<file path="src/rtl/sof_tap_scanner_if.sv">
// rtl/sof_tap_scanner_if.sv - control/status bundle between the aligner controller and the tap scanner
interface sof_tap_scanner_if;
  logic       enable;
  logic       sof_aligned;
  logic       force_tap_en;
  logic [3:0] force_tap;
  logic       relock_req;
  logic [3:0] tap;
  logic       locked;
  logic       scan_fail;
  logic [7:0] relock_cnt;
  logic [1:0] state;

  // Driver side: supplies the control inputs and observes the scanner status
  modport master (
    output enable, sof_aligned, force_tap_en, force_tap, relock_req,
    input  tap, locked, scan_fail, relock_cnt, state
  );

  // Scanner side
  modport slave (
    input  enable, sof_aligned, force_tap_en, force_tap, relock_req,
    output tap, locked, scan_fail, relock_cnt, state
  );
endinterface

</file>
<file path="src/rtl/sof_tap_scanner.sv">
// rtl/sof_tap_scanner.sv - SOF tap sweep, lock detection and loss-of-lock rescan FSM
module sof_tap_scanner #(
  parameter int SETTLE_CYCLES = 4,
  parameter int LOCK_COUNT    = 8,
  parameter int ERR_THRESH    = 2
) (
  input  logic               clock,
  input  logic               reset_i,
  sof_tap_scanner_if.slave   bus
);

  typedef enum logic [1:0] {
    IDLE   = 2'd0,
    SETTLE = 2'd1,
    CHECK  = 2'd2,
    LOCKED = 2'd3
  } state_t;

  localparam logic [3:0] SETTLE_LAST = 4'(SETTLE_CYCLES - 1);
  localparam logic [7:0] LOCK_LAST   = 8'(LOCK_COUNT - 1);
  localparam logic [7:0] ERR_LAST    = 8'(ERR_THRESH - 1);

  state_t     state_q, state_d;
  logic [3:0] tap_q, tap_d;
  logic [3:0] settle_q, settle_d;
  logic [7:0] good_q, good_d;
  logic [7:0] err_q, err_d;
  logic [4:0] tries_q, tries_d;
  logic       fail_q, fail_d;
  logic [7:0] relock_q, relock_d;
  logic [7:0] relock_inc;
  logic       locked_q;
  logic [1:0] rst_sync;
  logic       rst_core;

  // Reset asserts at once but releases only after two clean clock edges
  always_ff @(posedge clock or posedge reset_i) begin
    if (reset_i) rst_sync <= 2'b11;
    else         rst_sync <= {rst_sync[0], 1'b0};
  end

  assign rst_core   = rst_sync[1];
  assign relock_inc = (relock_q == 8'hFF) ? relock_q : relock_q + 8'd1;

  // Next-state and counter logic, evaluated in input-priority order
  always_comb begin
    state_d  = state_q;
    tap_d    = tap_q;
    settle_d = settle_q;
    good_d   = good_q;
    err_d    = err_q;
    tries_d  = tries_q;
    fail_d   = fail_q;
    relock_d = relock_q;

    if (!bus.enable) begin
      state_d  = IDLE;
      tap_d    = 4'd0;
      settle_d = 4'd0;
      good_d   = 8'd0;
      err_d    = 8'd0;
      tries_d  = 5'd0;
      fail_d   = 1'b0;
    end else if (bus.force_tap_en) begin
      if (state_q == LOCKED) relock_d = relock_inc;
      state_d  = SETTLE;
      tap_d    = bus.force_tap;
      settle_d = 4'd0;
      good_d   = 8'd0;
      err_d    = 8'd0;
    end else begin
      case (state_q)
        IDLE: begin
          state_d  = SETTLE;
          settle_d = 4'd0;
        end
        SETTLE: begin
          if (settle_q == SETTLE_LAST) begin
            state_d  = CHECK;
            settle_d = 4'd0;
            good_d   = 8'd0;
          end else begin
            settle_d = settle_q + 4'd1;
          end
        end
        CHECK: begin
          if (bus.sof_aligned) begin
            if (good_q == LOCK_LAST) begin
              state_d = LOCKED;
              fail_d  = 1'b0;
              tries_d = 5'd0;
              err_d   = 8'd0;
            end else begin
              good_d = good_q + 8'd1;
            end
          end else begin
            state_d  = SETTLE;
            tap_d    = tap_q + 4'd1;
            settle_d = 4'd0;
            good_d   = 8'd0;
            if (tries_q == 5'd15) begin
              tries_d = 5'd0;
              fail_d  = 1'b1;
            end else begin
              tries_d = tries_q + 5'd1;
            end
          end
        end
        LOCKED: begin
          if (bus.relock_req || (!bus.sof_aligned && err_q == ERR_LAST)) begin
            state_d  = SETTLE;
            tap_d    = tap_q + 4'd1;
            settle_d = 4'd0;
            err_d    = 8'd0;
            relock_d = relock_inc;
          end else if (!bus.sof_aligned) begin
            err_d = err_q + 8'd1;
          end else begin
            err_d = 8'd0;
          end
        end
        default: state_d = IDLE;
      endcase
    end
  end

  // State and counter registers
  always_ff @(posedge clock or posedge rst_core) begin
    if (rst_core) begin
      state_q  <= IDLE;
      tap_q    <= 4'd0;
      settle_q <= 4'd0;
      good_q   <= 8'd0;
      err_q    <= 8'd0;
      tries_q  <= 5'd0;
      fail_q   <= 1'b0;
      relock_q <= 8'd0;
      locked_q <= 1'b0;
    end else begin
      state_q  <= state_d;
      tap_q    <= tap_d;
      settle_q <= settle_d;
      good_q   <= good_d;
      err_q    <= err_d;
      tries_q  <= tries_d;
      fail_q   <= fail_d;
      relock_q <= relock_d;
      locked_q <= (state_d == LOCKED);
    end
  end

  assign bus.tap        = tap_q;
  assign bus.locked     = locked_q;
  assign bus.scan_fail  = fail_q;
  assign bus.relock_cnt = relock_q;
  assign bus.state      = state_q;

endmodule

</file>
<file path="src/flat_wrapper.sv">
// flat-port wrapper written by rule: the top's interface ports become plain ports
module sof_tap_scanner_flat 
#(
  parameter int SETTLE_CYCLES = 4,
  parameter int LOCK_COUNT    = 8,
  parameter int ERR_THRESH    = 2
)
  (clock, reset_i, bus_enable, bus_sof_aligned, bus_force_tap_en, bus_force_tap, bus_relock_req, bus_tap, bus_locked, bus_scan_fail, bus_relock_cnt, bus_state);
  sof_tap_scanner_if bus_i ();
  input  logic clock;
  input  logic reset_i;
  input wire logic [$bits(bus_i.enable)-1:0] bus_enable;
  input wire logic [$bits(bus_i.sof_aligned)-1:0] bus_sof_aligned;
  input wire logic [$bits(bus_i.force_tap_en)-1:0] bus_force_tap_en;
  input wire logic [$bits(bus_i.force_tap)-1:0] bus_force_tap;
  input wire logic [$bits(bus_i.relock_req)-1:0] bus_relock_req;
  output wire logic [$bits(bus_i.tap)-1:0] bus_tap;
  output wire logic [$bits(bus_i.locked)-1:0] bus_locked;
  output wire logic [$bits(bus_i.scan_fail)-1:0] bus_scan_fail;
  output wire logic [$bits(bus_i.relock_cnt)-1:0] bus_relock_cnt;
  output wire logic [$bits(bus_i.state)-1:0] bus_state;
  assign bus_i.enable = bus_enable;
  assign bus_i.sof_aligned = bus_sof_aligned;
  assign bus_i.force_tap_en = bus_force_tap_en;
  assign bus_i.force_tap = bus_force_tap;
  assign bus_i.relock_req = bus_relock_req;
  assign bus_tap = bus_i.tap;
  assign bus_locked = bus_i.locked;
  assign bus_scan_fail = bus_i.scan_fail;
  assign bus_relock_cnt = bus_i.relock_cnt;
  assign bus_state = bus_i.state;
  sof_tap_scanner #(.SETTLE_CYCLES(SETTLE_CYCLES), .LOCK_COUNT(LOCK_COUNT), .ERR_THRESH(ERR_THRESH)) u_core (.clock(clock), .reset_i(reset_i), .bus(bus_i));
endmodule
</file>
<file path="config.mk">
export PLATFORM = sky130hd
export DESIGN_NAME = sof_tap_scanner_flat
export DESIGN_NICKNAME = d
export VERILOG_FILES = /design/src/rtl/sof_tap_scanner_if.sv /design/src/rtl/sof_tap_scanner.sv /design/src/flat_wrapper.sv
export SDC_FILE = /design/constraint.sdc
export NUM_CORES = 1
export LEC_CHECK = 0
export BUFFER_PORTS_ARGS = -buffer_cell sky130_fd_sc_hd__buf_2
export CAP_MARGIN = 20
export CORE_UTILIZATION = 53
export CTS_BUF_LIST = sky130_fd_sc_hd__clkbuf_16
export DETAILED_ROUTE_END_ITERATION = 10
export GPL_TIMING_DRIVEN = 0
export PLACE_DENSITY = 0.87
export SYNTH_ARGS = -nofsm -noshare
export SYNTH_HDL_FRONTEND = slang
export SYNTH_SLANG_ARGS = --single-unit
export TNS_END_PERCENT = 50
</file>
<file path="constraint.sdc">
create_clock -name clock -period 1.39 [get_ports clock]
set_input_delay 0.278 -clock clock [delete_from_list [all_inputs] [get_ports clock]]
set_output_delay 0.278 -clock clock [all_outputs]
set_load 0.02 [all_outputs]
</file>
======== After elaboration in Yosys (flattened, before gate mapping) ========
Index checks and enable logic that the tools add are counted.
Widths: inputs -> output; s select.
operators by class
  muxes and demuxes ....................... 48
  add/sub/neg operators ................... 6
  reduce and logical (&&, ||, !) cells .... 12
  equality and inequality tests ........... 21
operator list
  kind                 number
  $mux 8               16
  $mux 4               9
  $pmux 8 s2           2
  $mux 5               6
  $add 8x1->8 const B  3
  $pmux 4 s4           1
  $reduce_and 3->1     5
  $mux 2               6
  $ne 4x4->1 const B   3
  $add 4x1->4 const B  2
  $eq 8x1->1 const B   1
  $eq 8x3->1 const B   1
  $eq 8x8->1 const B   1
  $ne 4x1->1 const B   2
  $ne 4x3->1 const B   2
  $pmux 2 s4           1
  $pmux 4 s2           1
  $eq 2x2->1 const B   3
  $mux 1               6
  $add 5x1->5 const B  1
  $eq 5x4->1 const B   1
  $ne 5x5->1 const B   1
  $eq 4x2->1 const B   1
  $reduce_and 4->1     1
  11 further kinds     11
storage, ports and cells
  bits in registers ....................... 43

======== Logic depth before layout (Yosys ltp) ========
Gate-level depths: netlist of the first run.
  depth after elaboration ................. 8
  depth in mapped cells ................... 9

======== Least setup slack after synthesis of the first run ========
No wires, ideal clock.
  path kind ............................... register -> register
  start point ............................. reg u_core.state_q[0] (netlist: u_core.bus.state[0])
  end point ............................... reg u_core.good_q[6]
  buffers on the path ..................... 2
  data arrival time ....................... 2.021 ns
  stages on the path, launching flop included .. 10
  setup time .............................. 0.077 ns
  setup slack ............................. -0.709 ns
  cell sequence ........................... dfrtp_1 > inv_1 > ha_1 > buf_6 > nand2_1 > nor4_4 > or2_1 > clkbuf_1 > or3_1 > a21oi_1
on the way
  cells in the longest elaborated chain, start to end .. 4
ends and longest elaborated chain
  element                                          RTL line                RTL
  from (decl)                                      sof_tap_scanner.sv:23   state_t state_q, state_d;
  from (signal assigned)                           sof_tap_scanner.sv:140  state_q <= state_d;
  $eq 2x2->1 / $eq 2x1->1 (equally long branches)  sof_tap_scanner.sv:72   case (state_q)
  $pmux 8 s2                                       sof_tap_scanner.sv:72
  $mux 8                                           sof_tap_scanner.sv:64   end else if (bus.force_tap_en) begin
  $mux 8                                           sof_tap_scanner.sv:56   if (!bus.enable) begin
  to (signal assigned)                             sof_tap_scanner.sv:143  good_q <= good_d;
  to (decl)                                        sof_tap_scanner.sv:26   logic [7:0] good_q, good_d;
Parallel ways exist; a longest one is shown, timed or not.
A chain may end at the register's enable or synchronous reset.

======== Worst setup path in the final report of the first run ========
  start point ............................. reg u_core.state_q[0] (netlist: u_core.bus.state[0])
  end point ............................... reg u_core.err_q[7]
on the way
  cells in the longest elaborated chain, start to end .. 4
ends and longest elaborated chain
  element               RTL line                RTL
  $eq 2x2->1            sof_tap_scanner.sv:72
  $pmux 8 s2            sof_tap_scanner.sv:72
  $mux 8                sof_tap_scanner.sv:64
  $mux 8                sof_tap_scanner.sv:56
  to (signal assigned)  sof_tap_scanner.sv:144  err_q <= err_d;
  to (decl)             sof_tap_scanner.sv:27   logic [7:0] err_q, err_d;
Parallel ways exist; a longest one is shown, timed or not.

==> metrics.md, run 1 <==
| Metric | Value |
|---|---|
| Syn Nets | `274` |
| DR WL/cell | `20.5 um` |
| Initial Utilization | `55.8%` |
| Req. time, crit path | `1.61 ns` |
| Worst rel slew slack | `42.7%` |
| Vias in the first global route | `2334` |
| Reg-to-reg endpoint | `u_core.err_q[7]$_DFFE_PP0P_` |
| First-pass GRT wire length | `11400 um` |
| Initial DRC Count | `191` |
| CTS sink count | `43` |
| # setup viols final | `41` |
| DP HPWL | `3630 um` |
| Non-Filler Instances | `380` |
| Skew final | `0.00394 ns` |
| Total global routing overflow | `0` |
| Layout cells sized above 1 | `45.4%` |
| Fin crit share | `138%` |
| RSZ-0062 raised after global routing | `true` |
| GR Util All Layers | `30.1%` |
| Routed vias | `2438` |
| Synth unique cells | `58` |
| I/O pin cnt | `26` |
| Largest net degree at the start of global routing | `42` |
| Most used flip-flop cell after synthesis | `dfrtp_1` |
| H-tree depth | `2` |
| Fill cells | `213` |
| Fin. Hold Viols | `0` |
| Pwr/cell area | `780 nW/um2` |
| Leakage Power | `1.55 nW` |
| RR Startpoint | `u_core.bus.state[0]$_DFF_PP0_` |
| Outcome | `finished with violations` |
| DIE AREA | `4930 um2` |
| Clk slew on worst S/H paths | `0.06 ns` |
| Critical Path Source Type | `flop` |
| Most frequent cells in the layout | `dfrtp_1 (39), buf_4 (36), buf_2 (24)` |
| Initial antenna violation count | `0` |
| CTS tree | `done` |
| Peak VDD IR | `796 uV` |
| R2r worst-path depth | `8` |
| Synth Register Bits | `43` |
| # nets final | `348` |
| Core footprint | `4410 um2` |
| CP endpoint kind | `flop` |
| F_max | `520 MHz` |
| Post-synth ARST share | `100%` |
| # Max-Cap Violations | `0` |
| Root Buffer | `clkbuf_16` |
| Least-Margin Pin Slew | `0.858 ns` |
| Routed Antenna Nets | `0` |
| Ant diodes | `0` |
| Arr. time, crit path | `2.14 ns` |
| Post-Syn Area | `2460 um2` |
| GP Congestion | `0.833` |
| Design area | `3550 um2` |
| Drt total wl | `7790 um` |
| Cells after Synth | `253` |
| Chip width | `70.2 um` |
| Clk_lat worst skew | `0.29 ns` |
| Setup_tns | `-15.88 ns` |
| Post-synth EDFFs | `0` |
| Reg-to-reg setup timing slack | `-0.53 ns` |
| Most common cell after layout, fill and taps aside | `dfrtp_1` |
| Worst-case clock buffer depth | `2` |
| Critical path class | `flop to flop` |
| Vias/cell | `6.42` |
| Die Y | `70.2 um` |
| DRT Pass-1 Iters | `6` |
| Synthesis Warnings | `0` |
| IO buf count | `24` |
| Period minus WS final | `1.92 ns` |
| Setup ws final | `-0.532 ns` |
| DR DRC count | `0` |
| Min-Delay Path Class | `input port to asynchronous set/reset pin` |
| # rows | `24` |
| Syn avg cell area | `9.74 um2` |
| Placed inst area | `2770 um2` |
| Failing checks | `negative setup slack` |
| Placed Cells | `329` |
| Crit-path max FO | `5` |
| Tot Pwr | `2.77 mW` |
| Seq/Total Area, Yosys | `43.8%` |
| Fin. max-slew vios | `0` |
| Syn-to-layout area delta | `44.0%` |
| Clock buffer count from CTS | `5` |
## cells in the mapped netlist, types with 3 or more instances
cell      count  share of area, %
a21oi_1      16               3.3
nor2b_1       6               1.5
xor2_1        8               2.8
nand2b_1      5               1.3
clkbuf_1      4              0.61
dfrtp_1      41                42
inv_1        10               1.5
nand4_1       7               1.8
nand3_1      12               2.4
nor2_1       19               2.9
nand2_1      20               3.0
nor3_1       10               2.0
ha_1         11               5.6
o21ai_0      17               3.5
mux2_2        3               1.4
or3_1         3              0.76
xnor2_1      10               3.6
## critical path: stages (launching register included)
cell,delay [ns]
dfrtp_2,0.46
inv_4,0.10
ha_4,0.20
nand2_8,0.07
nor3_4,0.29
buf_6,0.16
o211ai_4,0.08
or3_4,0.38
a21oi_2,0.12
## where the power goes
| group | internal [mW] | switching [mW] | leakage (nW) |
|---|---|---|---|
| Clock | 0.657 | 0.510 | 0.0710 |
| Sequential | 1.28 | 0.0226 | 0.582 |
| Combinational | 0.118 | 0.183 | 0.902 |
| Total | 2.05 | 0.715 | 1.55 |
## registers in the layout, summed over array words and instances (netlist names)
name,count
u_core.bus.relock_cnt,8
u_core.err_q,8
u_core.good_q,8
u_core.tries_q,5
u_core.bus.tap,4
u_core.settle_q,4
u_core.bus.state,2
u_core.rst_sync,2
u_core.bus.locked,1
u_core.bus.scan_fail,1
## metrics by stage
step                      hold slack, ns  setup WS (ns)  utilization, %
after floorplan                    0.190         -0.479               -
after global placement             0.301         -0.574            62.7
after detailed placement           0.304         -0.622            62.7
after CTS                        0.00210         -0.431            75.1
after global routing             0.00924         -0.566            80.4
final                           0.000707         -0.532            80.4
## cells by family after synthesis
group,count (synthesis),share of synthesized area [%]
AO/OA/AOI/OAI,55,14.4
XOR/XNOR,18,6.40
adder cells (fa/ha/maj),11,5.59
buffers and inverters,17,3.25
flip-flops,43,43.8
multiplexers,4,1.78
other,1,0.152
AND/OR/NAND/NOR,104,24.6
## repair_timing
| item | 4_1_cts | 5_1_grt |
|---|---|---|
| endpoints found under the setup margin | 41 | 41 |
| cloned | 0 | 0 |
| endpoints found under the hold margin | 0 | 0 |
| buffers inserted | 31 | 15 |
| pin swaps | 29 | 18 |
| hold buffers | 0 | 0 |
| gates resized for setup | 46 | 27 |
## cell type report
type | count | area, um2 | area share (%)
inverters | 10 | 42.5 | 1.20
plain buffers | 5 | 37.5 | 1.06
repair buffers | 69 | 492 | 13.9
well taps | 52 | 65.1 | 1.83
flip-flops and latches | 43 | 1080 | 30.5
multi-input cells | 193 | 1690 | 47.6
clock buffers | 5 | 125 | 3.53
clock inverters | 3 | 16.3 | 0.458
## per-layer routing
layer	vias up	GRT usage, %	routed length (um)	part of all wire (%)
li1	1056	-	-	-
met1	1171	35.1	2840	36
met2	155	50.4	3990	51
met3	56	7.07	493	6.3
met4	0	17.6	461	5.9
met5	-	0	0	0
## worst max path at each step
stage | from | endpoint
final | u_core.bus.state[0]$_DFF_PP0_ | u_core.err_q[7]$_DFFE_PP0P_
after global routing | u_core.bus.state[0]$_DFF_PP0_ | u_core.err_q[7]$_DFFE_PP0P_
after CTS | u_core.bus.state[0]$_DFF_PP0_ | u_core.good_q[0]$_DFFE_PP0P_
after detailed placement | u_core.good_q[0]$_DFFE_PP0P_ | u_core.tries_q[3]$_DFFE_PP0P_
after global placement | u_core.good_q[0]$_DFFE_PP0P_ | u_core.tries_q[1]$_DFFE_PP0P_
after floorplan | u_core.bus.state[1]$_DFF_PP0_ | u_core.good_q[0]$_DFFE_PP0P_
(Power assumes the default switching activity.)
==> run 2, diff against run 1 <==
--- a/config.mk
+++ b/config.mk
@@ -5,13 +5,13 @@
 export SDC_FILE = /design/constraint.sdc
 export NUM_CORES = 1
 export LEC_CHECK = 0
-export BUFFER_PORTS_ARGS = -buffer_cell sky130_fd_sc_hd__buf_2
 export CAP_MARGIN = 20
-export CORE_UTILIZATION = 53
+export CORE_UTILIZATION = 57
 export CTS_BUF_LIST = sky130_fd_sc_hd__clkbuf_16
 export DETAILED_ROUTE_END_ITERATION = 10
+export DONT_BUFFER_PORTS = 1
 export GPL_TIMING_DRIVEN = 0
-export PLACE_DENSITY = 0.87
+export PLACE_DENSITY = 0.75
 export SYNTH_ARGS = -nofsm -noshare
 export SYNTH_HDL_FRONTEND = slang
 export SYNTH_SLANG_ARGS = --single-unit
==> run 2 against run 1 <==
The run still ends with negative setup slack left; die area shrank 6.8%; clock power is essentially flat; non-clock buffer count shrank 43; combinational power shrank 26%; fmax grew 0.45%; flip-flop and latch count is the same; worst hold slack gained 0.19 ns; sequential share of layout area grew 4.1 points; highest routed layer unchanged.
==> metrics.md, run 2 (synthesis gave the netlist of run 1 again) <==
| Metric | Value |
|---|---|
| Outcome | `finished with violations` |
| Failing checks | `negative setup slack` |
| Seq pwr share | `49.2%` |
| Chip width | `67.7 um` |
| # setup viols final | `41` |
| Period minus WS final | `1.91 ns` |
| Design area | `3140 um2` |
| GR Util met2 | `41.6%` |
| Psw | `660 uW` |
| Net Sw Frac | `24.6%` |
| Cell internal pwr | `2.02 mW` |
| DR WL/cell | `16.1 um` |
| Critical path class | `flop to flop` |
| Critical Path Source Type | `flop` |
| Combinational power share | `8.3%` |
| Total global routing overflow | `0` |
| Die Y | `67.7 um` |
| RSZ-0062 raised after global routing | `true` |
| R2r worst-path depth | `7` |
| Pwr/cell area | `855 nW/um2` |
| Worst rel slew slack | `42.3%` |
| Placed inst area | `2640 um2` |
| # nets final | `305` |
| RR Startpoint | `u_core.bus.state[1]$_DFF_PP0_` |
| Clk slew on worst S/H paths | `0.06 ns` |
| IO buf count | `0` |
| Initial Utilization | `60.3%` |
| Routed vias | `1986` |
| Routed Antenna Nets | `0` |
| CTS sink count | `43` |
| Least-Margin Pin Slew | `0.865 ns` |
| Reg-to-reg setup timing slack | `-0.52 ns` |
| I/O pin cnt | `26` |
| Fin. max-slew vios | `0` |
| Skew final | `0.00638 ns` |
| Fin. Hold Viols | `0` |
| Peak VDD IR | `733 uV` |
| First-pass GRT wire length | `8870 um` |
| Drt total wl | `5390 um` |
| # rows | `23` |
| Most common cell after layout, fill and taps aside | `dfrtp_1` |
| Leakage Power | `1.30 nW` |
| Initial antenna violation count | `0` |
| Met1 Use GR | `32.7%` |
| Layout cells sized above 1 | `32.3%` |
| Largest net degree at the start of global routing | `42` |
| Arr. time, crit path | `2.14 ns` |
| CP endpoint kind | `flop` |
| Clock Power Share | `42.5%` |
| Clk_lat worst skew | `0.29 ns` |
| DIE AREA | `4590 um2` |
| Setup crit end | `u_core.good_q[0]$_DFFE_PP0P_` |
| Fin crit share | `138%` |
| DR DRC count | `0` |
| Crit-path max FO | `6` |
| Setup ws final | `-0.524 ns` |
| Final core utilization | `76.8%` |
| Min-Delay Path Class | `input port to flop` |
| # Max-Cap Violations | `0` |
| Global Route met3 Usage | `8.28%` |
| Tot Pwr | `2.68 mW` |
| Root Buffer | `clkbuf_16` |
| DRT Pass-1 Iters | `4` |
| Reg-to-reg endpoint | `u_core.good_q[0]$_DFFE_PP0P_` |
| Clock buffer count from CTS | `5` |
| Syn-to-layout area delta | `27.4%` |
| Vias in the first global route | `1896` |
| Critical Path Start | `u_core.bus.state[1]$_DFF_PP0_` |
| GR Util All Layers | `26.2%` |
| H-tree depth | `2` |
| Initial DRC Count | `79` |
| DP HPWL | `3400 um` |
| Core footprint | `4090 um2` |
| Ant diodes | `0` |
| Req. time, crit path | `1.62 ns` |
| CTS tree | `done` |
| GP Congestion | `0.768` |
| Fill cells | `281` |
| Vias/cell | `5.93` |
| Most frequent cells in the layout | `dfrtp_1 (35), buf_4 (21), nand2_1 (17)` |
| Busiest layer in global routing | `met2` |
| F_max | `523 MHz` |
| Worst-case clock buffer depth | `2` |
-- run 2: power by group through the flow --
stage / combinational (mW) / clock, mW / sequential [mW]
3_5_place_dp: 0.178 / 0 / 1.34
5_1_grt: 0.248 / 1.19 / 1.32
3_3_place_gp: 0.174 / 0 / 1.34
2_1_floorplan: 0.142 / 0 / 1.34
6_report: 0.222 / 1.14 / 1.32
4_1_cts: 0.219 / 1.15 / 1.32
-- run 2: area by class of cell --
type | instances | area [um2] | share of cell area (%)
buffer | 5 | 37.5 | 1.20
inverter | 10 | 40.0 | 1.28
tap | 50 | 62.6 | 1.99
multi-input combinational | 193 | 1560 | 49.7
clock buffer | 5 | 125 | 3.99
clock inverter | 3 | 15.0 | 0.478
sequential | 43 | 1090 | 34.6
timing repair buffer | 26 | 213 | 6.78
-- run 2: critical path: stages (launching register included) --
cell and delay [ns]:
dfrtp_2 0.51, inv_2 0.10, ha_4 0.30, nor2b_4 0.16, a311oi_4 0.05, or2_4 0.27, or4_1 0.40, nand2_1 0.07
-- run 2: what timing repair did --
action                     CTS  global route
hold endpoints to repair     2             0
hold buffers                 1             0
buffers inserted            24             1
setup endpoints to repair   41            41
resized for setup           33            10
pin swaps                   13             7
-- run 2: how the worst min path moves through the flow --
stage                     start                             to  depth (start not counted)
3_5_place_dp            reset_i   u_core.rst_sync[1]$_DFF_PP1_                          1
4_1_cts        bus_force_tap[1]  u_core.bus.tap[1]$_DFFE_PP0P_                          2
2_1_floorplan           reset_i   u_core.rst_sync[0]$_DFF_PP1_                          1
6_report       bus_force_tap[1]  u_core.bus.tap[1]$_DFFE_PP0P_                          2
3_3_place_gp            reset_i   u_core.rst_sync[1]$_DFF_PP1_                          1
5_1_grt        bus_force_tap[1]  u_core.bus.tap[1]$_DFFE_PP0P_                          2
-- run 2: metrics by stage --
step,std cells,worst slack (ns),hold WS (ns),setup TNS [ns]
floorplan,253,-0.479,0.190,-8.67
global placement,303,-0.598,0.195,-32.24
detailed placement,303,-0.642,0.198,-17.46
CTS,334,-0.525,0.186,-12.82
global route,335,-0.591,0.223,-16.81
finish,335,-0.524,0.188,-13.49
-- run 2: routing by layer --
layer	vias to the layer above	part of all wire (%)	wire length (um)
met5	-	0	0
met4	0	1.7	90
met3	10	5.6	302
met2	50	48	2560
met1	964	45	2430
li1	962	-	-
==> run 3, diff against run 2 <==
--- a/config.mk
+++ b/config.mk
@@ -5,6 +5,7 @@
 export SDC_FILE = /design/constraint.sdc
 export NUM_CORES = 1
 export LEC_CHECK = 0
+export ABC_AREA = 1
 export CAP_MARGIN = 20
 export CORE_UTILIZATION = 57
 export CTS_BUF_LIST = sky130_fd_sc_hd__clkbuf_16
==> run 3 against run 2 <==
The flow finishes with violations (design-rule violations, negative setup slack); critical endpoint is now u_core.good_q[5]$_DFFE_PP0P_; global-route usage increased by 1.6 points; worst hold slack worse by 0.035 ns; clock skew rose by 0.00059 ns; largest cell class unchanged; sequential power is essentially flat; wire length rose by 42%.
==> metrics.md, run 3 <==
| Metric | Value |
|---|---|
| Total global routing overflow | `0` |
| Initial antenna violation count | `0` |
| Routed Antenna Nets | `0` |
| Routed vias | `2811` |
| Top-count cell post-synth | `nand2_1` |
| Min-Delay Path Class | `input port to flop` |
| Core footprint | `4470 um2` |
| # nets final | `444` |
| Most common cell after layout, fill and taps aside | `nand2_1` |
| Cells after Synth | `386` |
| Largest net degree at the start of global routing | `42` |
| Failing checks | `design-rule violations, negative setup slack` |
| Synth top cells by count | `nand2_1 (109), inv_1 (57), nand3_1 (45)` |
| GR Util All Layers | `27.8%` |
| I/O pin cnt | `26` |
| Fin. Hold Viols | `0` |
| Leakage Power | `1.76 nW` |
| Arr. time, crit path | `1.87 ns` |
| Peak VDD IR | `625 uV` |
| Period minus WS final | `1.69 ns` |
| Post-synth top area cell | `dfrtp_1` |
| Worst rel slew slack | `42.6%` |
| # setup viols final | `41` |
| CP most frequent cell | `nor2_4` |
| Critical Path Source Type | `flop` |
| Hold WS | `0.153 ns` |
| Worst-case clock buffer depth | `2` |
| Crit-path max FO | `5` |
| Outcome | `finished with violations` |
| GR Util met2 | `47.4%` |
| Vias in the first global route | `2481` |
| Critical Path Max Stage Delay | `0.54 ns` |
| Setup ws final | `-0.299 ns` |
| Global Route met3 Usage | `6.70%` |
| Final core utilization | `80.2%` |
| Fin crit share | `121%` |
| Max stage delay cell, worst path | `dfrtp_2` |
| Busiest layer in global routing | `met2` |
| Post-synth EDFFs | `0` |
| Synth unique cells | `30` |
| RSZ-0062 raised after global routing | `true` |
| Req. time, crit path | `1.58 ns` |
| # rows | `24` |
| Vias/cell | `5.91` |
| Clk slew on worst S/H paths | `0.06 ns` |
| Syn avg cell area | `7.05 um2` |
| DR DRC count | `2` |
| Initial Utilization | `60.9%` |
| Initial DRC Count | `209` |
| Syn Nets | `407` |
| DIE AREA | `5060 um2` |
| Most used flip-flop cell after synthesis | `dfrtp_1` |
| Synth top area share | `37.7%` |
| Most frequent cells in the layout | `nand2_1 (92), inv_1 (48), dfrtp_1 (33)` |
| CP endpoint kind | `flop` |
| DR WL/cell | `16.0 um` |
| Post-Syn Area | `2720 um2` |
| Pwr/cell area | `774 nW/um2` |
| First-pass GRT wire length | `11100 um` |
| Worst hold path depth | `3` |
| CTS tree | `done` |
| Seq/Total Area, Yosys | `39.6%` |
| Synthesis Warnings | `0` |
| CTS sink count | `43` |
| H-tree depth | `2` |
| GP Congestion | `0.889` |
| Met1 Use GR | `35.0%` |
| Synth Register Bits | `43` |
| R2r worst-path depth | `11` |
| Least-Margin Pin Slew | `0.860 ns` |
| Worst path cell trace | `inv_4, ha_4, nand2_4, nor2_4, inv_2, nor2_4, nor2_4, buf_6, nand3_2, nand2_2, nor2_2` |
| # Max-Cap Violations | `0` |
| Syn-to-layout area delta | `31.8%` |
| Layout cells sized above 1 | `30.0%` |
| Ant diodes | `0` |
| Skew final | `0.00697 ns` |
| DRT Pass-1 Iters | `8` |
| F_max | `592 MHz` |
| DP HPWL | `4240 um` |
| Critical path class | `flop to flop` |
| Clk_lat worst skew | `0.29 ns` |
| Placed inst area | `2840 um2` |
| Root Buffer | `clkbuf_16` |
| Post-synth ARST share | `100%` |
| Clock buffer count from CTS | `5` |
| Drt total wl | `7630 um` |
| Largest cells by area after synthesis | `dfrtp_1 (38%), nand2_1 (15%), nand3_1 (8.3%), inv_1 (7.9%), nor2_1 (5.2%)` |
| Fin. max-slew vios | `0` |
| Chip width | `71.1 um` |
| Design area | `3590 um2` |
| IO buf count | `0` |
| Die Y | `71.1 um` |
-- run 3: cell types whose count changed after synthesis, sizes merged, moves of 6 or more --
cell / previous run / this run
nor2b: 6 / 0
xnor2: 10 / 1
nand4: 7 / 13
o21ai: 19 / 29
inv: 10 / 59
nand2: 20 / 114
a21oi: 18 / 6
nor2: 19 / 41
nand3: 12 / 46
-- run 3: area by class of cell --
type | count | area [um2]
plain buffers | 3 | 23.8
clock buffers | 5 | 125
clock inverters | 3 | 16.3
fillers | 284 | 887
inverters | 59 | 241
multi-input cells | 282 | 1790
flip-flops and latches | 43 | 1090
well taps | 52 | 65.1
repair buffers | 29 | 235
-- run 3: worst paths after layout --
kind / start / end / slack [ns]
worst max-delay path: u_core.bus.state[0]$_DFF_PP0_ / u_core.good_q[5]$_DFFE_PP0P_ / -0.30
worst min-delay path: bus_force_tap_en / u_core.good_q[4]$_DFFE_PP0P_ / 0.15
worst max register to register: u_core.bus.state[0]$_DFF_PP0_ / u_core.good_q[5]$_DFFE_PP0P_ / -0.30
worst min register to register: u_core.rst_sync[0]$_DFF_PP1_ / u_core.rst_sync[1]$_DFF_PP1_ / 0.36
max in group asynchronous: u_core.rst_sync[1]$_DFF_PP1_ / u_core.bus.state[0]$_DFF_PP0_ / 0.36
min in group asynchronous: u_core.rst_sync[1]$_DFF_PP1_ / u_core.err_q[0]$_DFFE_PP0P_ / 0.44
-- run 3: cells by family after synthesis --
family                     Yosys count  synth area share (%)
DFF                                 43                  39.6
other                                1                 0.138
xor gates and xnor gates             8                  2.57
AOI/OAI and AO/OA                   38                  7.81
adders and majority gates           11                  5.06
and+or+nand+nor                    223                  35.8
buffers and inverters               62                  9.01
-- run 3: what timing repair did --
item	in CTS	in global routing
hold buffers	1	0
resized for setup	47	68
setup endpoints to repair	39	41
pin swaps	17	38
hold endpoints to repair	2	0
cloned	2	0
setup buffers	7	21
-- run 3: power by group --
part / internal [mW] / total [mW] / switching (mW)
Combinational: 0.103 / 0.291 / 0.188
Sequential: 1.28 / 1.34 / 0.0588
Clock: 0.655 / 1.14 / 0.487
Total: 2.04 / 2.77 / 0.734
-- run 3: through the flow --
step / TNS (ns) / total power [mW] / worst slack, ns / cells
floorplan: -2.37 / 1.51 / -0.108 / 386
global placement: -23.36 / 1.55 / -0.472 / 438
detailed placement: -9.80 / 1.56 / -0.342 / 438
CTS: -5.49 / 2.72 / -0.240 / 456
global route: -10.87 / 2.87 / -0.365 / 476
finish: -7.61 / 2.77 / -0.299 / 476
-- run 3: layer usage --
layer / wire, um / part of all wire, %
met1: 3080 / 40
met2: 3770 / 49
met3: 567 / 7.4
met4: 210 / 2.8
met5: 0 / 0
-- run 3: critical path: cells and delay by family (launching register included) --
| family | cells | cell delay (ns) |
|---|---|---|
| simple gates | 7 | 0.48 |
| flops | 1 | 0.54 |
| buf+inv | 3 | 0.33 |
| fa+ha+maj | 1 | 0.21 |
